==> config.mk <==
export PLATFORM = sky130hd
export DESIGN_NAME = calc_seq_ctrl
export DESIGN_NICKNAME = d
export VERILOG_FILES = /design/src/rtl/calc_pkg.sv /design/src/rtl/calc_entry_reg.sv /design/src/rtl/calc_seq_ctrl.sv
export SDC_FILE = /design/constraint.sdc
export NUM_CORES = 1
export LEC_CHECK = 0
export BUFFER_PORTS_ARGS = -buffer_cell sky130_fd_sc_hd__clkbuf_2
export CAP_MARGIN = 20
export CORE_MARGIN = 4
export CORE_UTILIZATION = 51
export DETAILED_ROUTE_END_ITERATION = 8
export PLACE_DENSITY = 0.81
export SYNTH_ARGS = -nofsm -noshare
export SYNTH_HDL_FRONTEND = slang
export SYNTH_SLANG_ARGS = --single-unit
==> constraint.sdc <==
create_clock -name clk -period 3.82 [get_ports clk]
set_input_delay 0.955 -clock clk [delete_from_list [all_inputs] [get_ports clk]]
set_output_delay 0.955 -clock clk [all_outputs]
set_load 0.03 [all_outputs]
==> src/rtl/calc_pkg.sv <==
// calc_pkg: shared constants for the BCD calculator keypad sequencer.
// Key codes, ALU operation encodings, sequencer states and a digit-count helper.
package calc_pkg;

  localparam int DIGIT_NUM_DEF = 8;

  localparam logic [4:0] KEY_DP   = 5'd10;
  localparam logic [4:0] KEY_NEG  = 5'd11;
  localparam logic [4:0] KEY_ADD  = 5'd12;
  localparam logic [4:0] KEY_SUB  = 5'd13;
  localparam logic [4:0] KEY_MUL  = 5'd14;
  localparam logic [4:0] KEY_DIV  = 5'd15;
  localparam logic [4:0] KEY_POW  = 5'd16;
  localparam logic [4:0] KEY_EQ   = 5'd17;
  localparam logic [4:0] KEY_CLR  = 5'd18;
  localparam logic [4:0] KEY_BKSP = 5'd19;

  localparam logic [2:0] OP_ADD = 3'd0;
  localparam logic [2:0] OP_SUB = 3'd1;
  localparam logic [2:0] OP_MUL = 3'd2;
  localparam logic [2:0] OP_DIV = 3'd3;
  localparam logic [2:0] OP_POW = 3'd4;

  typedef enum logic [1:0] {
    ST_ENTER_A = 2'd0,
    ST_ENTER_B = 2'd1,
    ST_EXEC    = 2'd2,
    ST_SHOW    = 2'd3
  } state_t;

  // Number of significant BCD digits in the low n nibbles of v (leading zeros excluded).
  function automatic int sig_digits(input logic [63:0] v, input int n);
    int c;
    c = 0;
    for (int i = 0; i < 16; i++) begin
      if (i < n && v[i*4 +: 4] != 4'd0) c = i + 1;
    end
    return c;
  endfunction

endpackage

==> src/rtl/calc_entry_reg.sv <==
// calc_entry_reg: one BCD operand entry (digits, count, decimal point, sign).
// A clear or load selects the base value; key actions are then applied on top,
// so "start a fresh entry and apply this key" is a single-cycle operation.
// Optional backspace is compiled in with CALC_BACKSPACE_EN.
module calc_entry_reg
  import calc_pkg::*;
#(
  parameter int DIGIT_NUM = DIGIT_NUM_DEF,
  parameter int DP_W      = 4,
  parameter int DP_MAX    = 15
) (
  input  logic                   clk,
  input  logic                   rst_n,
  input  logic                   clr,
  input  logic                   ld,
  input  logic [DIGIT_NUM*4-1:0] ld_digits,
  input  logic                   ld_sign,
  input  logic                   key_digit,
  input  logic [3:0]             digit,
  input  logic                   key_dp,
  input  logic                   key_neg,
`ifdef CALC_BACKSPACE_EN
  input  logic                   key_bksp,
`endif
  output logic [DIGIT_NUM*4-1:0] digits,
  output logic                   sign,
  output logic [DP_W-1:0]        dp,
  output logic                   has,
  output logic [DIGIT_NUM*4-1:0] digits_nxt,
  output logic                   sign_nxt,
  output logic [DP_W-1:0]        dp_nxt,
  output logic                   has_nxt
);

  localparam int W     = DIGIT_NUM * 4;
  localparam int CNT_W = $clog2(DIGIT_NUM + 1);

  logic [CNT_W-1:0] cnt, cnt_nxt, b_cnt;
  logic             dp_seen, dp_seen_nxt, b_dp_seen;
  logic [W-1:0]     b_digits;
  logic [DP_W-1:0]  b_dp;
  logic             b_sign, b_has;

  // Base value selection, then the key action applied to it.
  always_comb begin
    b_digits  = digits;
    b_cnt     = cnt;
    b_dp_seen = dp_seen;
    b_dp      = dp;
    b_sign    = sign;
    b_has     = has;
    if (clr) begin
      b_digits  = '0;
      b_cnt     = '0;
      b_dp_seen = 1'b0;
      b_dp      = '0;
      b_sign    = 1'b0;
      b_has     = 1'b0;
    end else if (ld) begin
      b_digits  = ld_digits;
      b_cnt     = CNT_W'(sig_digits(64'(ld_digits), DIGIT_NUM));
      b_dp_seen = 1'b0;
      b_dp      = '0;
      b_sign    = ld_sign;
      b_has     = 1'b1;
    end
    digits_nxt  = b_digits;
    cnt_nxt     = b_cnt;
    dp_seen_nxt = b_dp_seen;
    dp_nxt      = b_dp;
    sign_nxt    = b_sign;
    has_nxt     = b_has;
    if (key_digit) begin
      has_nxt = 1'b1;
      // Full entry, saturated fraction, or a leading zero leaves the value alone.
      if (b_cnt != CNT_W'(DIGIT_NUM) && !(b_dp_seen && b_dp == DP_W'(DP_MAX)) &&
          (b_cnt != '0 || digit != 4'd0 || b_dp_seen)) begin
        digits_nxt = {b_digits[W-5:0], digit};
        cnt_nxt    = b_cnt + CNT_W'(1);
        if (b_dp_seen) dp_nxt = b_dp + DP_W'(1);
      end
    end
    if (key_dp) begin
      has_nxt     = 1'b1;
      dp_seen_nxt = 1'b1;
    end
    if (key_neg) sign_nxt = !b_sign;
`ifdef CALC_BACKSPACE_EN
    if (key_bksp) begin
      // A bare decimal point is removed before any integer digit.
      if (b_dp_seen && b_dp == '0) begin
        dp_seen_nxt = 1'b0;
      end else if (b_cnt != '0) begin
        digits_nxt = {4'd0, b_digits[W-1:4]};
        cnt_nxt    = b_cnt - CNT_W'(1);
        if (b_dp != '0) dp_nxt = b_dp - DP_W'(1);
      end
    end
`endif
  end

  // Entry state register.
  always_ff @(posedge clk or negedge rst_n) begin
    if (!rst_n) begin
      digits  <= '0;
      cnt     <= '0;
      dp_seen <= 1'b0;
      dp      <= '0;
      sign    <= 1'b0;
      has     <= 1'b0;
    end else begin
      digits  <= digits_nxt;
      cnt     <= cnt_nxt;
      dp_seen <= dp_seen_nxt;
      dp      <= dp_nxt;
      sign    <= sign_nxt;
      has     <= has_nxt;
    end
  end

endmodule

==> src/rtl/calc_seq_ctrl.sv <==
// calc_seq_ctrl: keypad sequencer for the 8-digit BCD calculator ALU.
// Builds operands A and B from key events, runs the ALU for ALU_LAT cycles,
// captures the result and drives registered display outputs.
// Backspace (key code 19) is enabled with the CALC_BACKSPACE_EN macro.
module calc_seq_ctrl
  import calc_pkg::*;
#(
  parameter int DIGIT_NUM = DIGIT_NUM_DEF,
  parameter int ALU_LAT   = 2
) (
  input  logic                   clk,
  input  logic                   rst_n,
  input  logic                   key_valid,
  input  logic [4:0]             key_code,
  output logic                   key_ready,
  output logic                   operand0_sign,
  output logic [DIGIT_NUM*4-1:0] operand0,
  output logic [3:0]             operand0_dp,
  output logic                   operand1_sign,
  output logic [DIGIT_NUM*4-1:0] operand1,
  output logic [2:0]             operand1_dp,
  output logic [2:0]             operation,
  input  logic [DIGIT_NUM*4-1:0] alu_result,
  input  logic                   alu_result_sign,
  output logic [DIGIT_NUM*4-1:0] disp_bcd,
  output logic                   disp_sign,
  output logic [3:0]             disp_dp,
  output logic                   busy,
  output logic                   err
);

  localparam int W  = DIGIT_NUM * 4;
  localparam int CW = (ALU_LAT > 1) ? $clog2(ALU_LAT) : 1;

  state_t          state_q, state_d;
  logic [2:0]      op_d, pend_op_q, pend_op_d;
  logic            pend_q, pend_d;
  logic [CW-1:0]   cnt_q, cnt_d;
  logic [W-1:0]    res_q, res_d;
  logic            res_sign_q, res_sign_d, err_d;
  logic            a_clr, a_ld, a_dig, a_dp, a_neg;
  logic            b_clr, b_dig, b_dp, b_neg;
`ifdef CALC_BACKSPACE_EN
  logic            a_bksp, b_bksp;
`endif
  logic [W-1:0]    a_digits_nxt, b_digits_nxt;
  logic            a_sign_nxt, b_sign_nxt, a_has, a_has_nxt, b_has, b_has_nxt;
  logic [3:0]      a_dp_nxt;
  logic [2:0]      b_dp_nxt;
  logic [W-1:0]    disp_bcd_d;
  logic            disp_sign_d;
  logic [3:0]      disp_dp_d;
  logic            accept, is_digit, is_op;
  logic [2:0]      key_op;
  logic            unused_a_has;

  assign busy         = (state_q == ST_EXEC);
  assign key_ready    = !busy;
  assign accept       = key_valid && key_ready;
  assign is_digit     = (key_code <= 5'd9);
  assign is_op        = (key_code >= KEY_ADD) && (key_code <= KEY_POW);
  assign key_op       = 3'(key_code - KEY_ADD);
  assign unused_a_has = a_has ^ a_has_nxt;

  calc_entry_reg #(.DIGIT_NUM(DIGIT_NUM), .DP_W(4), .DP_MAX(15)) u_entry_a (
    .clk(clk), .rst_n(rst_n), .clr(a_clr), .ld(a_ld), .ld_digits(res_d), .ld_sign(res_sign_d),
    .key_digit(a_dig), .digit(key_code[3:0]), .key_dp(a_dp), .key_neg(a_neg),
`ifdef CALC_BACKSPACE_EN
    .key_bksp(a_bksp),
`endif
    .digits(operand0), .sign(operand0_sign), .dp(operand0_dp), .has(a_has),
    .digits_nxt(a_digits_nxt), .sign_nxt(a_sign_nxt), .dp_nxt(a_dp_nxt), .has_nxt(a_has_nxt)
  );

  calc_entry_reg #(.DIGIT_NUM(DIGIT_NUM), .DP_W(3), .DP_MAX(7)) u_entry_b (
    .clk(clk), .rst_n(rst_n), .clr(b_clr), .ld(1'b0), .ld_digits('0), .ld_sign(1'b0),
    .key_digit(b_dig), .digit(key_code[3:0]), .key_dp(b_dp), .key_neg(b_neg),
`ifdef CALC_BACKSPACE_EN
    .key_bksp(b_bksp),
`endif
    .digits(operand1), .sign(operand1_sign), .dp(operand1_dp), .has(b_has),
    .digits_nxt(b_digits_nxt), .sign_nxt(b_sign_nxt), .dp_nxt(b_dp_nxt), .has_nxt(b_has_nxt)
  );

  // Next-state, result capture and entry control.
  always_comb begin
    state_d    = state_q;
    op_d       = operation;
    pend_d     = pend_q;
    pend_op_d  = pend_op_q;
    cnt_d      = cnt_q;
    res_d      = res_q;
    res_sign_d = res_sign_q;
    err_d      = err;
    a_clr = 1'b0; a_ld = 1'b0; a_dig = 1'b0; a_dp = 1'b0; a_neg = 1'b0;
    b_clr = 1'b0; b_dig = 1'b0; b_dp = 1'b0; b_neg = 1'b0;
`ifdef CALC_BACKSPACE_EN
    a_bksp = 1'b0; b_bksp = 1'b0;
`endif
    if (state_q == ST_EXEC) begin
      if (cnt_q == '0) begin
        if (operation == OP_DIV && operand1 == '0) begin
          res_d      = '0;
          res_sign_d = 1'b0;
          err_d      = 1'b1;
          pend_d     = 1'b0;
          state_d    = ST_SHOW;
        end else begin
          res_d      = alu_result;
          res_sign_d = alu_result_sign;
          if (pend_q) begin
            // Chained operation: the fresh result becomes A (loaded via res_d).
            a_ld    = 1'b1;
            b_clr   = 1'b1;
            op_d    = pend_op_q;
            pend_d  = 1'b0;
            state_d = ST_ENTER_B;
          end else begin
            state_d = ST_SHOW;
          end
        end
      end else begin
        cnt_d = cnt_q - 1'b1;
      end
    end else if (accept) begin
      if (key_code == KEY_CLR) begin
        a_clr      = 1'b1;
        b_clr      = 1'b1;
        res_d      = '0;
        res_sign_d = 1'b0;
        op_d       = OP_ADD;
        err_d      = 1'b0;
        pend_d     = 1'b0;
        state_d    = ST_ENTER_A;
      end else begin
        case (state_q)
          ST_ENTER_A: begin
            a_dig = is_digit;
            a_dp  = (key_code == KEY_DP);
            a_neg = (key_code == KEY_NEG);
`ifdef CALC_BACKSPACE_EN
            a_bksp = (key_code == KEY_BKSP);
`endif
            if (is_op) begin
              op_d    = key_op;
              b_clr   = 1'b1;
              state_d = ST_ENTER_B;
            end
          end
          ST_ENTER_B: begin
            b_dig = is_digit;
            b_dp  = (key_code == KEY_DP);
            b_neg = (key_code == KEY_NEG);
`ifdef CALC_BACKSPACE_EN
            b_bksp = (key_code == KEY_BKSP);
`endif
            if (is_op) begin
              if (!b_has) begin
                op_d = key_op;
              end else begin
                pend_d    = 1'b1;
                pend_op_d = key_op;
                cnt_d     = CW'(ALU_LAT - 1);
                state_d   = ST_EXEC;
              end
            end
            if (key_code == KEY_EQ && b_has) begin
              pend_d  = 1'b0;
              cnt_d   = CW'(ALU_LAT - 1);
              state_d = ST_EXEC;
            end
          end
          ST_SHOW: begin
            if (is_digit || key_code == KEY_DP) begin
              a_clr   = 1'b1;
              b_clr   = 1'b1;
              a_dig   = is_digit;
              a_dp    = (key_code == KEY_DP);
              state_d = ST_ENTER_A;
            end
            if (is_op) begin
              a_ld    = 1'b1;
              b_clr   = 1'b1;
              op_d    = key_op;
              state_d = ST_ENTER_B;
            end
            if (key_code == KEY_NEG) res_sign_d = !res_sign_q;
          end
          default: ;
        endcase
      end
    end
  end

  // Display source chosen from the upcoming state so it tracks the accepted key.
  always_comb begin
    disp_bcd_d  = disp_bcd;
    disp_sign_d = disp_sign;
    disp_dp_d   = disp_dp;
    case (state_d)
      ST_ENTER_A: begin
        disp_bcd_d = a_digits_nxt; disp_sign_d = a_sign_nxt; disp_dp_d = a_dp_nxt;
      end
      ST_ENTER_B: begin
        if (b_has_nxt) begin
          disp_bcd_d = b_digits_nxt; disp_sign_d = b_sign_nxt; disp_dp_d = {1'b0, b_dp_nxt};
        end else begin
          disp_bcd_d = a_digits_nxt; disp_sign_d = a_sign_nxt; disp_dp_d = a_dp_nxt;
        end
      end
      ST_SHOW: begin
        disp_bcd_d = res_d; disp_sign_d = res_sign_d; disp_dp_d = 4'd0;
      end
      default: ;
    endcase
  end

  // Sequencer state, result and display registers.
  always_ff @(posedge clk or negedge rst_n) begin
    if (!rst_n) begin
      state_q    <= ST_ENTER_A;
      operation  <= OP_ADD;
      pend_q     <= 1'b0;
      pend_op_q  <= OP_ADD;
      cnt_q      <= '0;
      res_q      <= '0;
      res_sign_q <= 1'b0;
      err        <= 1'b0;
      disp_bcd   <= '0;
      disp_sign  <= 1'b0;
      disp_dp    <= '0;
    end else begin
      state_q    <= state_d;
      operation  <= op_d;
      pend_q     <= pend_d;
      pend_op_q  <= pend_op_d;
      cnt_q      <= cnt_d;
      res_q      <= res_d;
      res_sign_q <= res_sign_d;
      err        <= err_d;
      disp_bcd   <= disp_bcd_d;
      disp_sign  <= disp_sign_d;
      disp_dp    <= disp_dp_d;
    end
  end

endmodule

After elaboration in Yosys (flattened, before gate mapping)
Index checks and enable logic that the tools add are counted.

storage, ports and cells
  output and inout port bits = 116
  logic and storage cells = 254
  input bits = 41
  flip-flop bits (word level) = 165

operators by class
  mux-type cells = 148
  equal/unequal tests = 22
  add/subtract/negate cells = 6
  bitwise operators = 2
  reduce and logical (&&, ||, !) cells = 51
  order comparisons = 3

operator list
  kind                                                  count
  two-way mux 32 bit                                    13
  case mux 32 bit (3 select lines)                      1
  two-way mux 1 bit                                     82
  two-way mux 4 bit                                     14
  nonzero test 4 bit                                    14
  two-way mux 3 bit                                     17
  logical NOT 32 bit                                    1
  two-way mux 2 bit                                     14
  != test 4 bit (second input constant)                 4
  adder 4 x 1 -> 4 bit (second input constant)          3
  case mux 4 bit (3 select lines)                       1
  nonzero test 3 bit                                    4
  equality test 5 x 4 -> 1 bit (second input constant)  2
  equality test 5 bit (second input constant)           2
  logical AND 1 bit                                     10
  AND reduction 5 bit                                   2
  AND reduction 8 bit                                   1
  equality test 2 bit (second input constant)           3
  logical NOT 1 bit                                     6
  != test 2 bit (second input constant)                 3
  case mux 1 bit (2 select lines)                       3
  case mux 2 bit (3 select lines)                       1
  case mux 3 bit (2 select lines)                       1
  AND reduction 6 bit                                   1
  19 further kinds                                      29

Logic depth before layout (Yosys ltp)
Gate-level depths: netlist of the first run.

  depth in word-level cells = 24
  gate-level depth with buffers = 21
  gate-level depth less buffers = 17

Hierarchy
From an unflattened synthesis of the first run, not the netlist that was laid out.

second synthesis, totals
  cells, all modules = 750
  area, all modules = 9,476.6 um2

by module, submodules not included
  module                      area an instance (um2)  cells an instance  instances  seq. area each (um2)
  calc_seq_ctrl               4,444.3                 329                1          2,026.9
  calc_entry_reg (u_entry_a)  2,591.2                 194                1          1,076.0
  calc_entry_reg (u_entry_b)  2,441.1                 227                1          1,051.0

Worst setup path before layout of the first run
Ideal clock, no wire load.

  path type = input -> register
  start point = input port key_code[3]
  end point = register disp_bcd[19]
  library setup time = 0.119 ns
  buffers on the path = 3
  path slack = -0.569 ns
  stages = 14
  arrival time = 4.270 ns
  required time = 3.701 ns
  cells stage by stage = or3b_4 -> o32ai_2 -> nand3_1 -> nand2_1 -> buf_2 -> buf_2 -> o22ai_1 -> o21ai_0 -> ha_1 -> o221ai_4 -> and2_2 -> buf_6 -> mux2_4 -> o21ba_1

on the way
  cells in the longest elaborated chain, start to end = 23
  elaborated cells on any way between the ends = 109
  those cells by class = 3 x order compare; 9 x eq/ne; 69 x mux; 28 x reduce/logical

ends and longest elaborated chain
  what                                RTL line              text
  start, declared                     calc_seq_ctrl.sv:14   input logic [4:0] key_code,
  equality test 5 bit                 calc_seq_ctrl.sv:126  if (key_code == KEY_CLR) begin
  two-way mux 32 bit                  calc_seq_ctrl.sv:126
  two-way mux 32 bit                  calc_seq_ctrl.sv:125  end else if (accept) begin
  two-way mux 32 bit                  calc_seq_ctrl.sv:100  if (state_q == ST_EXEC) begin
  nonzero test 4 bit                  calc_pkg.sv:36        if (i < n && v[i*4 +: 4] != 4'd0) c = i + 1;
  two-way mux 1 bit                   calc_pkg.sv:36
  two-way mux 2 bit (2 in series)     calc_pkg.sv:36
  two-way mux 3 bit (4 in series)     calc_pkg.sv:36
  (+3 left out)                       -
  nonzero test 4 bit                  calc_entry_reg.sv:77  (b_cnt != '0 || digit != 4'd0 || b_dp_seen)) begin
  logical OR 1 bit (2 in series)      calc_entry_reg.sv:77
  logical AND 1 bit                   calc_entry_reg.sv:76  if (b_cnt != CNT_W'(DIGIT_NUM) && !(b_dp_seen && b_dp == DP_W'(DP_MAX)) &&
  two-way mux 32 bit                  calc_entry_reg.sv:76
  two-way mux 32 bit *                calc_entry_reg.sv:73  if (key_digit) begin
  via a_digits_nxt[19]                calc_seq_ctrl.sv:46   logic [W-1:0] a_digits_nxt, b_digits_nxt;
  two-way mux 32 bit                  calc_seq_ctrl.sv:205  if (b_has_nxt) begin
  case mux 32 bit (3 select lines) *  calc_seq_ctrl.sv:200  case (state_d)
  end signal, assigned                calc_seq_ctrl.sv:241  disp_bcd <= disp_bcd_d;
  end, declared                       calc_seq_ctrl.sv:25   output logic [DIGIT_NUM*4-1:0] disp_bcd,

Mark *: on every way through the listed nets, which the timed path passes. The rest lies on a longest branch.
A chain may end at the register's enable or synchronous reset.

Worst setup path after layout of the first run
  start point = register u_entry_b.digits[15]
  end point = register disp_bcd[25]

on the way
  cells in the longest elaborated chain, start to end = 24
  elaborated cells on any way between the ends = 71
  those cells by class = 6 x eq/ne; 39 x mux; 26 x reduce/logical

ends and longest elaborated chain
  what                                RTL line               text
  start, declared                     calc_entry_reg.sv:25   output logic [DIGIT_NUM*4-1:0] digits,
  start signal, assigned              calc_entry_reg.sv:112  digits <= digits_nxt;
  logical NOT 32 bit *                calc_seq_ctrl.sv:102   if (operation == OP_DIV && operand1 == '0) begin
  logical AND 1 bit *                 calc_seq_ctrl.sv:102
  two-way mux 32 bit *                calc_seq_ctrl.sv:102
  two-way mux 32 bit *                calc_seq_ctrl.sv:101   if (cnt_q == '0) begin
  two-way mux 32 bit *                calc_seq_ctrl.sv:100
  via res_d[1]                        calc_seq_ctrl.sv:39    logic [W-1:0] res_q, res_d;
  nonzero test 4 bit *                calc_pkg.sv:36
  two-way mux 1 bit *                 calc_pkg.sv:36
  (+9 left out)                       -
  nonzero test 4 bit                  calc_entry_reg.sv:77
  logical OR 1 bit (2 in series)      calc_entry_reg.sv:77
  logical AND 1 bit *                 calc_entry_reg.sv:76
  two-way mux 32 bit *                calc_entry_reg.sv:76
  two-way mux 32 bit *                calc_entry_reg.sv:73
  via a_digits_nxt[25]                calc_seq_ctrl.sv:46
  two-way mux 32 bit                  calc_seq_ctrl.sv:205
  case mux 32 bit (3 select lines) *  calc_seq_ctrl.sv:200

Marks and branches as above.

==> results.sh, run 1 <==
export IMPL_cts_buffer_depth=2
export IMPL_ys_warn_count=0
export IMPL_nFillCells=1155
export IMPL_cts_buffers=17
export IMPL_place_hpwl_mm=22.7
export IMPL_async_flop_share=1.00
export IMPL_synth_cells=906
export IMPL_fin_crit_sh=1.03
export IMPL_worstPathRequired_ns=4.15
export IMPL_clk_latency_ns=0.44
export IMPL_finClkSkew_ns=0.00933
export IMPL_min_period_ns=3.92
export IMPL_grt_pass1_vias=8997
export IMPL_nets=1237
export IMPL_vias=9319
export IMPL_antenna_cells=0
export IMPL_syn_to_final_growth_pct=34.7
export IMPL_dieHeight_um=141
export IMPL_fin_area_um2=12100
export IMPL_avgSynthCellArea_um2=9.88
export IMPL_htreeDepth=4
export IMPL_max_freq_mhz=255
export IMPL_status="finished, violations left"
export IMPL_die_area_um2=19700
export IMPL_synthDistinctLibCells=73
export IMPL_io_buffers=156
export IMPL_setup_violations=27
export IMPL_synth_flop_cell="dfrtp_1"
export IMPL_min_delay_worst_endpoint="disp_dp[3]"
export IMPL_root_buffer="clkbuf_16"
export IMPL_place_area_um2=11100
export IMPL_min_from="disp_dp[3]"
export IMPL_power_density_nw_per_um2=938
export IMPL_drt_wl_total_mm=33.7
export IMPL_critPathMaxFanout=8
export IMPL_antenna_found_initial=0
export IMPL_place_congestion=0.968
export IMPL_violations="setup timing"
export IMPL_grt_setup_unrepaired="yes"
export IMPL_drt_pass1_iterations=5
export IMPL_layout_common_cells="dfrtp_1 (164), clkbuf_2 (155), buf_4 (148), o21ai_0 (89), nor2_1 (78)"
export IMPL_syn_cell_area_um2=8950
export IMPL_r2r_cells=15
export IMPL_via_per_inst=6.55
export IMPL_r2r_start="u_entry_b.digits[15]"
export IMPL_ant_nets=0
export IMPL_worstSetupStartpointType="flop"
export IMPL_final_cells=1422
export IMPL_slew_headroom=0.438
export IMPL_path_clk_slew_ns=0.06
export IMPL_setup_ws_ns=-0.104
export IMPL_layout_drive_gt1_share=0.368
export IMPL_mostFrequentLayoutCell="dfrtp_1"
export IMPL_die_x_um=141
export IMPL_path_class="flop to flop"
export IMPL_min_path_cells=2
export IMPL_endpoint_kind="flop"
export IMPL_synth_seq_area_share=0.461
export IMPL_fp_row_count=48
export IMPL_clock_sinks=165
export IMPL_worst_slew_pin_slew_ns=0.842
export IMPL_hold_violations=0
export IMPL_coreArea_um2=17200
export IMPL_grt_overflow_total=0
export IMPL_cap_violations=0
export IMPL_arrival_ns=4.25
export IMPL_grt_usage=0.326
export IMPL_synth_edf_count=0
export IMPL_drv_slew=0
export IMPL_final_setup_tns_ns=-1.68
export IMPL_grt_max_degree=87
export IMPL_initial_core_util=0.520
export IMPL_hold_path_class="flop to flop"
export IMPL_grt_pass1_wl_mm=50.2
export IMPL_wire_per_inst_um=23.7
export IMPL_io_pins=157
export IMPL_r2r_end="disp_bcd[25]"
export IMPL_synth_nets=959
export IMPL_vdd_drop_max_v=0.000547
export IMPL_place_inst=1374
export IMPL_p_leak_nw=6.11
export IMPL_rrSetupSlack_ns=-0.10
export IMPL_cts_tree="built"
export IMPL_first_iter_violations=1015
export IMPL_ys_ff_latch=165
export IMPL_drcViolationCount=0
## worst max-delay path: stages, from the launching register on
cell and delay, ns:
dfrtp_1 0.48, nor4_1 0.39, nand2_1 0.17, o31a_1 0.31, buf_6 0.15, a22o_4 0.26
o41ai_4 0.39, buf_4 0.19, a211oi_4 0.06, o21ai_2 0.17, ha_2 0.22, o221ai_4 0.14
and2_4 0.25, buf_12 0.15, mux2_4 0.30, o21ba_1 0.18
## synth_stat cells (8+ instances only)
cell,count,share of area
mux2_2,9,0.011
a21o_1,13,0.011
ha_1,12,0.017
o211ai_1,27,0.023
buf_2,10,0.0056
nor2_1,79,0.033
nand2_1,78,0.033
nand3_1,26,0.015
clkbuf_1,42,0.018
o22ai_1,13,0.0091
o21ba_1,15,0.017
mux2i_1,64,0.072
inv_1,18,0.0075
dfrtp_1,165,0.46
xor2_1,8,0.0078
a22o_1,35,0.034
a21oi_1,23,0.013
nor2b_1,9,0.0063
nor4_1,15,0.010
o21ai_0,92,0.051
mux2_4,13,0.022
## where the power goes
group	total (W)	internal, W	switching (W)
Combinational	0.00676	0.00266	0.00410
Clock	0.00163	0.000910	0.000722
Sequential	0.00292	0.00239	0.000527
Total	0.0113	0.00597	0.00535
## per-stage QoR
stage                     worst slack, ns  power (W)  hold WS, ns  utilization
final                              -0.104     0.0113        0.488        0.700
after global routing               -0.165     0.0118        0.506        0.700
after CTS                         0.00275     0.0108        0.492        0.675
after detailed placement           -0.352    0.00903        0.479        0.642
after global placement             -0.238    0.00887        0.465        0.642
after floorplan                    -0.129    0.00661        0.450            -
## cell families (layout without fill, tap and decap cells)
family	Yosys count	after routing	share of synthesized area
XOR/XNOR	12	12	0.0117
buffers and inverters	81	372	0.0383
flip-flops	165	165	0.461
AND/OR/NAND/NOR	265	265	0.145
AO/OA/AOI/OAI	285	285	0.223
adder cells (fa/ha/maj)	12	12	0.0168
multiplexers	86	86	0.105
## cell type report
| type | count | area (um2) | share of cell area |
|---|---|---|---|
| Multi-Input combinational cell | 660 | 4860 | 0.402 |
| Sequential cell | 165 | 4130 | 0.342 |
| Clock buffer | 23 | 458 | 0.0380 |
| Inverter | 20 | 75.1 | 0.00622 |
| Clock inverter | 9 | 80.1 | 0.00664 |
| Tap cell | 225 | 282 | 0.0233 |
| Timing Repair Buffer | 320 | 2180 | 0.181 |
## layer usage
layer	wire, um	up-vias	track usage
li1	-	3889	-
met1	12600	4504	0.435
met2	15300	732	0.510
met3	3810	194	0.0632
met4	2040	0	0.159
met5	0	-	0
## worst max-delay path by stage
stage	startpoint	endpoint	slack [ns]	cells past startpoint
after floorplan	key_code[3]	disp_bcd[19]	-0.13	13
after global placement	key_code[3]	disp_bcd[23]	-0.24	14
after detailed placement	key_code[3]	disp_bcd[5]	-0.35	15
after CTS	state_q[0]	disp_bcd[19]	0.003	18
after global routing	u_entry_b.digits[15]	disp_bcd[25]	-0.16	15
final	u_entry_b.digits[15]	disp_bcd[25]	-0.10	15
## what timing repair did
item                                    CTS  global route
hold buffers                              0             0
pin swaps                                 1            26
setup buffers                             0            14
resized for setup                         5            57
gates cloned                              0             2
endpoints found under the setup margin   53            60
hold endpoints to repair                  0             0
## registers in the layout, summed over array words and instances (netlist names), 2 cells and up
signal	flops
u_entry_a.cnt	4
u_entry_a.digits	32
res_q	32
u_entry_b.cnt	4
disp_bcd	32
u_entry_b.dp	3
u_entry_b.digits	32
operation	3
state_q	2
disp_dp	4
u_entry_a.dp	4
pend_op_q	3
Power figures use the tool's default switching activity.
==> run 2, diff against run 1 <==
--- a/config.mk
+++ b/config.mk
@@ -11,6 +11,7 @@
 export CORE_UTILIZATION = 51
 export DETAILED_ROUTE_END_ITERATION = 8
 export PLACE_DENSITY = 0.81
+export RECOVER_POWER = 25
 export SYNTH_ARGS = -nofsm -noshare
 export SYNTH_HDL_FRONTEND = slang
 export SYNTH_SLANG_ARGS = --single-unit
==> run 2 against run 1 <==
Against the previous run:
- the flow finishes with violations (capacitance limit, slew limit, setup timing)
- largest cell class unchanged
- critical path depth unchanged
- clock skew increased by 0.0016 ns
- highest routed layer unchanged
- global-route usage unchanged
- critical endpoint unchanged
- maximum frequency decreased by 0.46%
- hold slack about the same
- setup slack got worse by 0.018 ns
==> results.sh, run 2 (same netlist as run 1, synthesis figures left out) <==
export IMPL_via_per_inst=6.56
export IMPL_place_congestion=0.968
export IMPL_nets=1237
export IMPL_drcViolationCount=0
export IMPL_status="finished, violations left"
export IMPL_path_cells="nor4_1, nand2_1, o31a_1, buf_6, a22o_4, o41ai_4, buf_4, a211oi_4, o21ai_2, ha_2, o221ai_4, and2_4, buf_12, mux2_4, o21ba_1"
export IMPL_rrSetupSlack_ns=-0.12
export IMPL_cts_buffers=17
export IMPL_hold_violations=0
export IMPL_cp_startpoint="u_entry_b.digits[15]"
export IMPL_clock_sinks=165
export IMPL_endpoint_kind="flop"
export IMPL_regArea_um2=4130
export IMPL_cts_buffer_depth=2
export IMPL_antenna_cells=0
export IMPL_clk_latency_ns=0.44
export IMPL_ant_nets=0
export IMPL_die_area_um2=19700
export IMPL_drt_wl_total_mm=33.8
export IMPL_grt_usage=0.326
export IMPL_wire_per_inst_um=23.8
export IMPL_root_buffer="clkbuf_16"
export IMPL_drv_slew=87
export IMPL_grt_pass1_vias=8997
export IMPL_nFillCells=1161
export IMPL_cts_tree="built"
export IMPL_die_x_um=141
export IMPL_arrival_ns=4.27
export IMPL_grt_pass1_wl_mm=50.2
export IMPL_drt_pass1_iterations=6
export IMPL_cpPeakStageDelay_ns=0.48
export IMPL_io_pins=157
export IMPL_path_class="flop to flop"
export IMPL_final_cells=1422
export IMPL_critical_path_top_delay_family="compound AO/OA/AOI/OAI gates"
export IMPL_initial_core_util=0.520
export IMPL_min_period_ns=3.94
export IMPL_layout_drive_gt1_share=0.367
export IMPL_grt_max_degree=87
export IMPL_mostFrequentLayoutCell="dfrtp_1"
export IMPL_hold_path_class="flop to flop"
export IMPL_path_clk_slew_ns=0.06
export IMPL_place_hpwl_mm=22.7
export IMPL_pre_cts_slack_ns=-0.352
export IMPL_worstSetupStartpointType="flop"
export IMPL_vias=9334
export IMPL_layout_common_cells="dfrtp_1 (164), clkbuf_2 (157), buf_4 (147), o21ai_0 (89), nor2_1 (78)"
export IMPL_power_density_nw_per_um2=941
export IMPL_fp_row_count=48
export IMPL_io_buffers=156
export IMPL_p_leak_nw=6.10
export IMPL_place_inst=1374
export IMPL_slew_headroom=-0.492
export IMPL_grt_overflow_total=0
export IMPL_violations="capacitance limit, slew limit, setup timing"
export IMPL_first_iter_violations=1024
export IMPL_critPathMaxFanout=8
export IMPL_setup_ws_ns=-0.122
export IMPL_coreArea_um2=17200
export IMPL_min_from="disp_dp[3]"
export IMPL_cp_slowest_cell="dfrtp_1"
export IMPL_syn_to_final_growth_pct=34.5
export IMPL_cap_violations=1
export IMPL_worst_slew_pin_slew_ns=2.24
export IMPL_whs_ns=0.488
export IMPL_worstPathRequired_ns=4.15
export IMPL_max_freq_mhz=254
export IMPL_finClkSkew_ns=0.0110
export IMPL_dieHeight_um=141
export IMPL_htreeDepth=4
export IMPL_grt_setup_unrepaired="yes"
export IMPL_setup_violations=31
export IMPL_fin_crit_sh=1.03
export IMPL_cp_buffers_inverters=3
export IMPL_multi_input_area_um2=4860
export IMPL_r2r_start="u_entry_b.digits[15]"
export IMPL_cts_hold_buf=0
export IMPL_antenna_found_initial=0
export IMPL_vdd_drop_max_v=0.000546
## run 2: cell count changes in the layout (fill, tap and decap cells not counted)
cell / delta
clkbuf_2: +2
buf_12: -1
buf_4: -1
buf_6: -1
clkbuf_1: +1
## run 2: per-stage QoR
stage                     TNS [ns]  power, W   util  cell area (um2)
after floorplan              -2.97   0.00661      -             9050
final                        -2.08    0.0113  0.699            12000
after global routing         -3.82    0.0118  0.699            12000
after detailed placement    -14.29   0.00903  0.642            11100
after global placement       -7.91   0.00887  0.642            11100
after CTS                        0    0.0108  0.675            11600
## run 2: path summary, 6_finish.rpt
path	cells after the start	endpoint
worst max-delay path	15	disp_bcd[25]
worst min-delay path	2	disp_dp[3]
worst max register to register	15	disp_bcd[25]
worst min register to register	2	disp_dp[3]
max in group asynchronous	2	res_q[26]
min in group asynchronous	1	operation[0]
## run 2: report_power, final
group	total [W]	switching (W)	internal, W
logic	0.00677	0.00411	0.00266
registers	0.00292	0.000529	0.00239
clock network	0.00164	0.000728	0.000910
total	0.0113	0.00537	0.00596
## run 2: layout make-up
type                       instances  share of cell area
timing repair buffer             320               0.179
inverter                          20             0.00624
clock inverter                     9             0.00665
clock buffer                      23              0.0380
tap                              225              0.0234
sequential                       165               0.343
multi-input combinational        660               0.403
## run 2: worst min-delay path, delay by kind of cell (launching register included)
kind | cells | cell delay [ns]
AO/OA/AOI/OAI | 1 | 0.06
flip-flops | 1 | 0.34
AND/OR/NAND/NOR | 1 | 0.05
## run 2: what timing repair did
item / CTS / global route
pin swaps: 1 / 26
endpoints found under the setup margin: 53 / 60
gates cloned: 0 / 2
setup buffers: 0 / 14
resized for setup: 5 / 57
## run 2: routing by layer
layer  track usage  up-vias  wire length, um
met2         0.510      742            15300
met5             0        -                0
met4         0.159        0             2030
met3        0.0632      183             3690
met1         0.435     4523            12800
li1              -     3886                -
==> run 3, diff against run 2 <==
--- a/config.mk
+++ b/config.mk
@@ -7,10 +7,10 @@
 export LEC_CHECK = 0
 export BUFFER_PORTS_ARGS = -buffer_cell sky130_fd_sc_hd__clkbuf_2
 export CAP_MARGIN = 20
-export CORE_MARGIN = 4
-export CORE_UTILIZATION = 51
+export CORE_MARGIN = 5
+export CORE_UTILIZATION = 50
 export DETAILED_ROUTE_END_ITERATION = 8
-export PLACE_DENSITY = 0.81
+export PLACE_DENSITY = 0.79
 export RECOVER_POWER = 25
 export SYNTH_ARGS = -nofsm -noshare
 export SYNTH_HDL_FRONTEND = slang
==> run 3 against run 2 <==
Against the previous run:
- the run still ends with capacitance limit, slew limit, setup timing left
- global-route usage down 1.3 points
- sequential power down 2%
- clock power about the same
- combinational power about the same
- critical path depth up 1
- largest power group unchanged
==> results.sh, run 3 (same netlist as run 1, synthesis figures left out) <==
export IMPL_endpoint_kind="flop"
export IMPL_cap_violations=1
export IMPL_fp_row_count=49
export IMPL_cts_buffer_depth=2
export IMPL_vias=9214
export IMPL_finClkSkew_ns=0.0109
export IMPL_grt_max_degree=70
export IMPL_root_buffer="clkbuf_16"
export IMPL_hold_path_class="flop to flop"
export IMPL_endpoint="disp_bcd[21]"
export IMPL_layout_drive_gt1_share=0.369
export IMPL_worstSetupStartpointType="input port"
export IMPL_io_buffers=156
export IMPL_clock_sinks=165
export IMPL_top_layer_used="met4"
export IMPL_clk_latency_ns=0.44
export IMPL_cts_tree="built"
export IMPL_max_freq_mhz=261
export IMPL_pwr_share_seq=0.255
export IMPL_worst_slew_pin_slew_ns=1.68
export IMPL_path_class="input port to flop"
export IMPL_htreeDepth=4
export IMPL_min_period_ns=3.83
export IMPL_layout_common_cells="dfrtp_1 (165), buf_4 (161), clkbuf_2 (156), o21ai_0 (88)"
export IMPL_status="finished, violations left"
export IMPL_coreArea_um2=17800
export IMPL_wl_met2_mm=15.5
export IMPL_r2r_start="u_entry_b.digits[21]"
export IMPL_rrSetupSlack_ns=0.01
export IMPL_worstPathRequired_ns=4.15
export IMPL_setup_ws_ns=-0.00854
export IMPL_mostFrequentLayoutCell="dfrtp_1"
export IMPL_p_leak_nw=6.14
export IMPL_violations="capacitance limit, slew limit, setup timing"
export IMPL_grt_overflow_total=0
export IMPL_p_sw_frac=0.476
export IMPL_cp_depth=16
export IMPL_cp_startpoint="key_code[2]"
export IMPL_grt_pass1_wl_mm=49.6
export IMPL_r2r_cells=14
export IMPL_place_congestion=0.982
export IMPL_antenna_cells=0
export IMPL_grt_setup_unrepaired="yes"
export IMPL_drv_slew=68
export IMPL_met3_length_mm=3.84
export IMPL_power_frac_comb=0.602
export IMPL_cts_buffers=17
export IMPL_arrival_ns=4.15
export IMPL_place_hpwl_mm=22.7
export IMPL_antenna_found_initial=0
export IMPL_critPathMaxFanout=7
export IMPL_cp_slowest_cell="or3b_4"
export IMPL_cpPeakStageDelay_ns=0.45
export IMPL_setup_violations=1
export IMPL_dieHeight_um=144
export IMPL_ant_nets=0
export IMPL_via_per_inst=6.43
export IMPL_r2r_end="disp_bcd[30]"
export IMPL_drcViolationCount=0
export IMPL_vdd_drop_max_v=0.000564
export IMPL_fin_area_um2=12000
export IMPL_wl_met1_mm=12.7
export IMPL_cp_buffers_inverters=3
export IMPL_drt_wl_total_mm=33.9
export IMPL_slew_headroom=-0.121
export IMPL_place_area_um2=11100
export IMPL_p_switching_w=0.00535
export IMPL_grt_pass1_vias=9049
export IMPL_drt_pass1_iterations=6
export IMPL_path_clk_slew_ns=0.06
export IMPL_die_x_um=144
export IMPL_nets=1246
export IMPL_critical_path_top_delay_family="compound AO/OA/AOI/OAI gates"
export IMPL_wire_per_inst_um=23.7
export IMPL_utilization=0.675
export IMPL_power_density_nw_per_um2=934
export IMPL_path_cells="clkbuf_2, or3b_4, a21oi_2, o221ai_2, and2_4, nand2_1, ha_1, nand2_1, o311a_1, o211ai_1, buf_4, buf_12, mux2i_4, o211ai_1, o21ai_0, o21ba_1"
export IMPL_initial_core_util=0.504
export IMPL_syn_to_final_growth_pct=34.1
export IMPL_cts_hold_buf=0
export IMPL_die_area_um2=20700
export IMPL_io_pins=157
export IMPL_internal_power_w=0.00587
export IMPL_first_iter_violations=1044
export IMPL_hold_violations=0
export IMPL_fin_crit_sh=1.00
export IMPL_pwr_share_clk=0.144
export IMPL_grt_usage=0.312
run 3: per-layer routing:
layer / GRT usage / vias to the layer above
met1: 0.407 / 4442
met2: 0.491 / 688
met3: 0.0725 / 177
met5: 0 / -
met4: 0.154 / 0
li1: - / 3907
run 3: cell type report:
| type | instances | area (um2) |
|---|---|---|
| Sequential cell | 165 | 4130 |
| Inverter | 20 | 75.1 |
| Clock buffer | 22 | 454 |
| Multi-Input combinational cell | 660 | 4800 |
| Fill cell | 1300 | 5770 |
| Timing Repair Buffer | 329 | 2180 |
| Tap cell | 229 | 287 |
| Clock inverter | 8 | 78.8 |
run 3: worst register-to-register path: stages (launching register included):
cell	delay, ns
dfrtp_1	0.40
nor4_2	0.29
nand3_1	0.21
o31a_4	0.45
a22o_1	0.30
o41ai_4	0.47
a211oi_4	0.12
o21ai_2	0.16
ha_2	0.21
o221ai_4	0.13
and2_4	0.24
buf_12	0.15
buf_4	0.16
o31ai_2	0.30
a21o_1	0.16
run 3: power by group through the flow:
stage | sequential [W] | combinational [W] | clock (W)
floorplan | 0.00352 | 0.00309 | 0
global placement | 0.00283 | 0.00608 | 0
detailed placement | 0.00284 | 0.00622 | 0
CTS | 0.00282 | 0.00630 | 0.00161
global route | 0.00290 | 0.00714 | 0.00169
finish | 0.00286 | 0.00675 | 0.00161
run 3: how the worst min path moves through the flow:
stage / from / to / slack [ns] / cells past startpoint
floorplan: pend_op_q[0] / pend_op_q[0] / 0.45 / 2
global placement: pend_op_q[0] / pend_op_q[0] / 0.46 / 2
detailed placement: pend_op_q[0] / pend_op_q[0] / 0.48 / 2
CTS: pend_op_q[0] / pend_op_q[0] / 0.49 / 2
global route: disp_dp[3] / disp_dp[3] / 0.51 / 2
finish: pend_op_q[0] / pend_op_q[0] / 0.48 / 2
run 3: metrics by stage:
stage | setup WS [ns] | total power (W) | std cells | hold slack (ns) | TNS (ns)
6_report | -0.00854 | 0.0112 | 1433 | 0.485 | -0.00854
4_1_cts | 0.0167 | 0.0107 | 1422 | 0.489 | 0
5_1_grt | -0.116 | 0.0117 | 1433 | 0.507 | -1.69
3_5_place_dp | -0.345 | 0.00905 | 1392 | 0.475 | -13.06
3_3_place_gp | -0.319 | 0.00891 | 1392 | 0.464 | -10.68
2_1_floorplan | -0.129 | 0.00661 | 906 | 0.450 | -2.97
run 3: timing repair:
| item | 4_1_cts | 5_1_grt |
|---|---|---|
| buffers inserted | 0 | 8 |
| endpoints found under the setup margin | 24 | 47 |
| cloned | 0 | 3 |
| pin swaps | 0 | 11 |
| resized for setup | 4 | 57 |
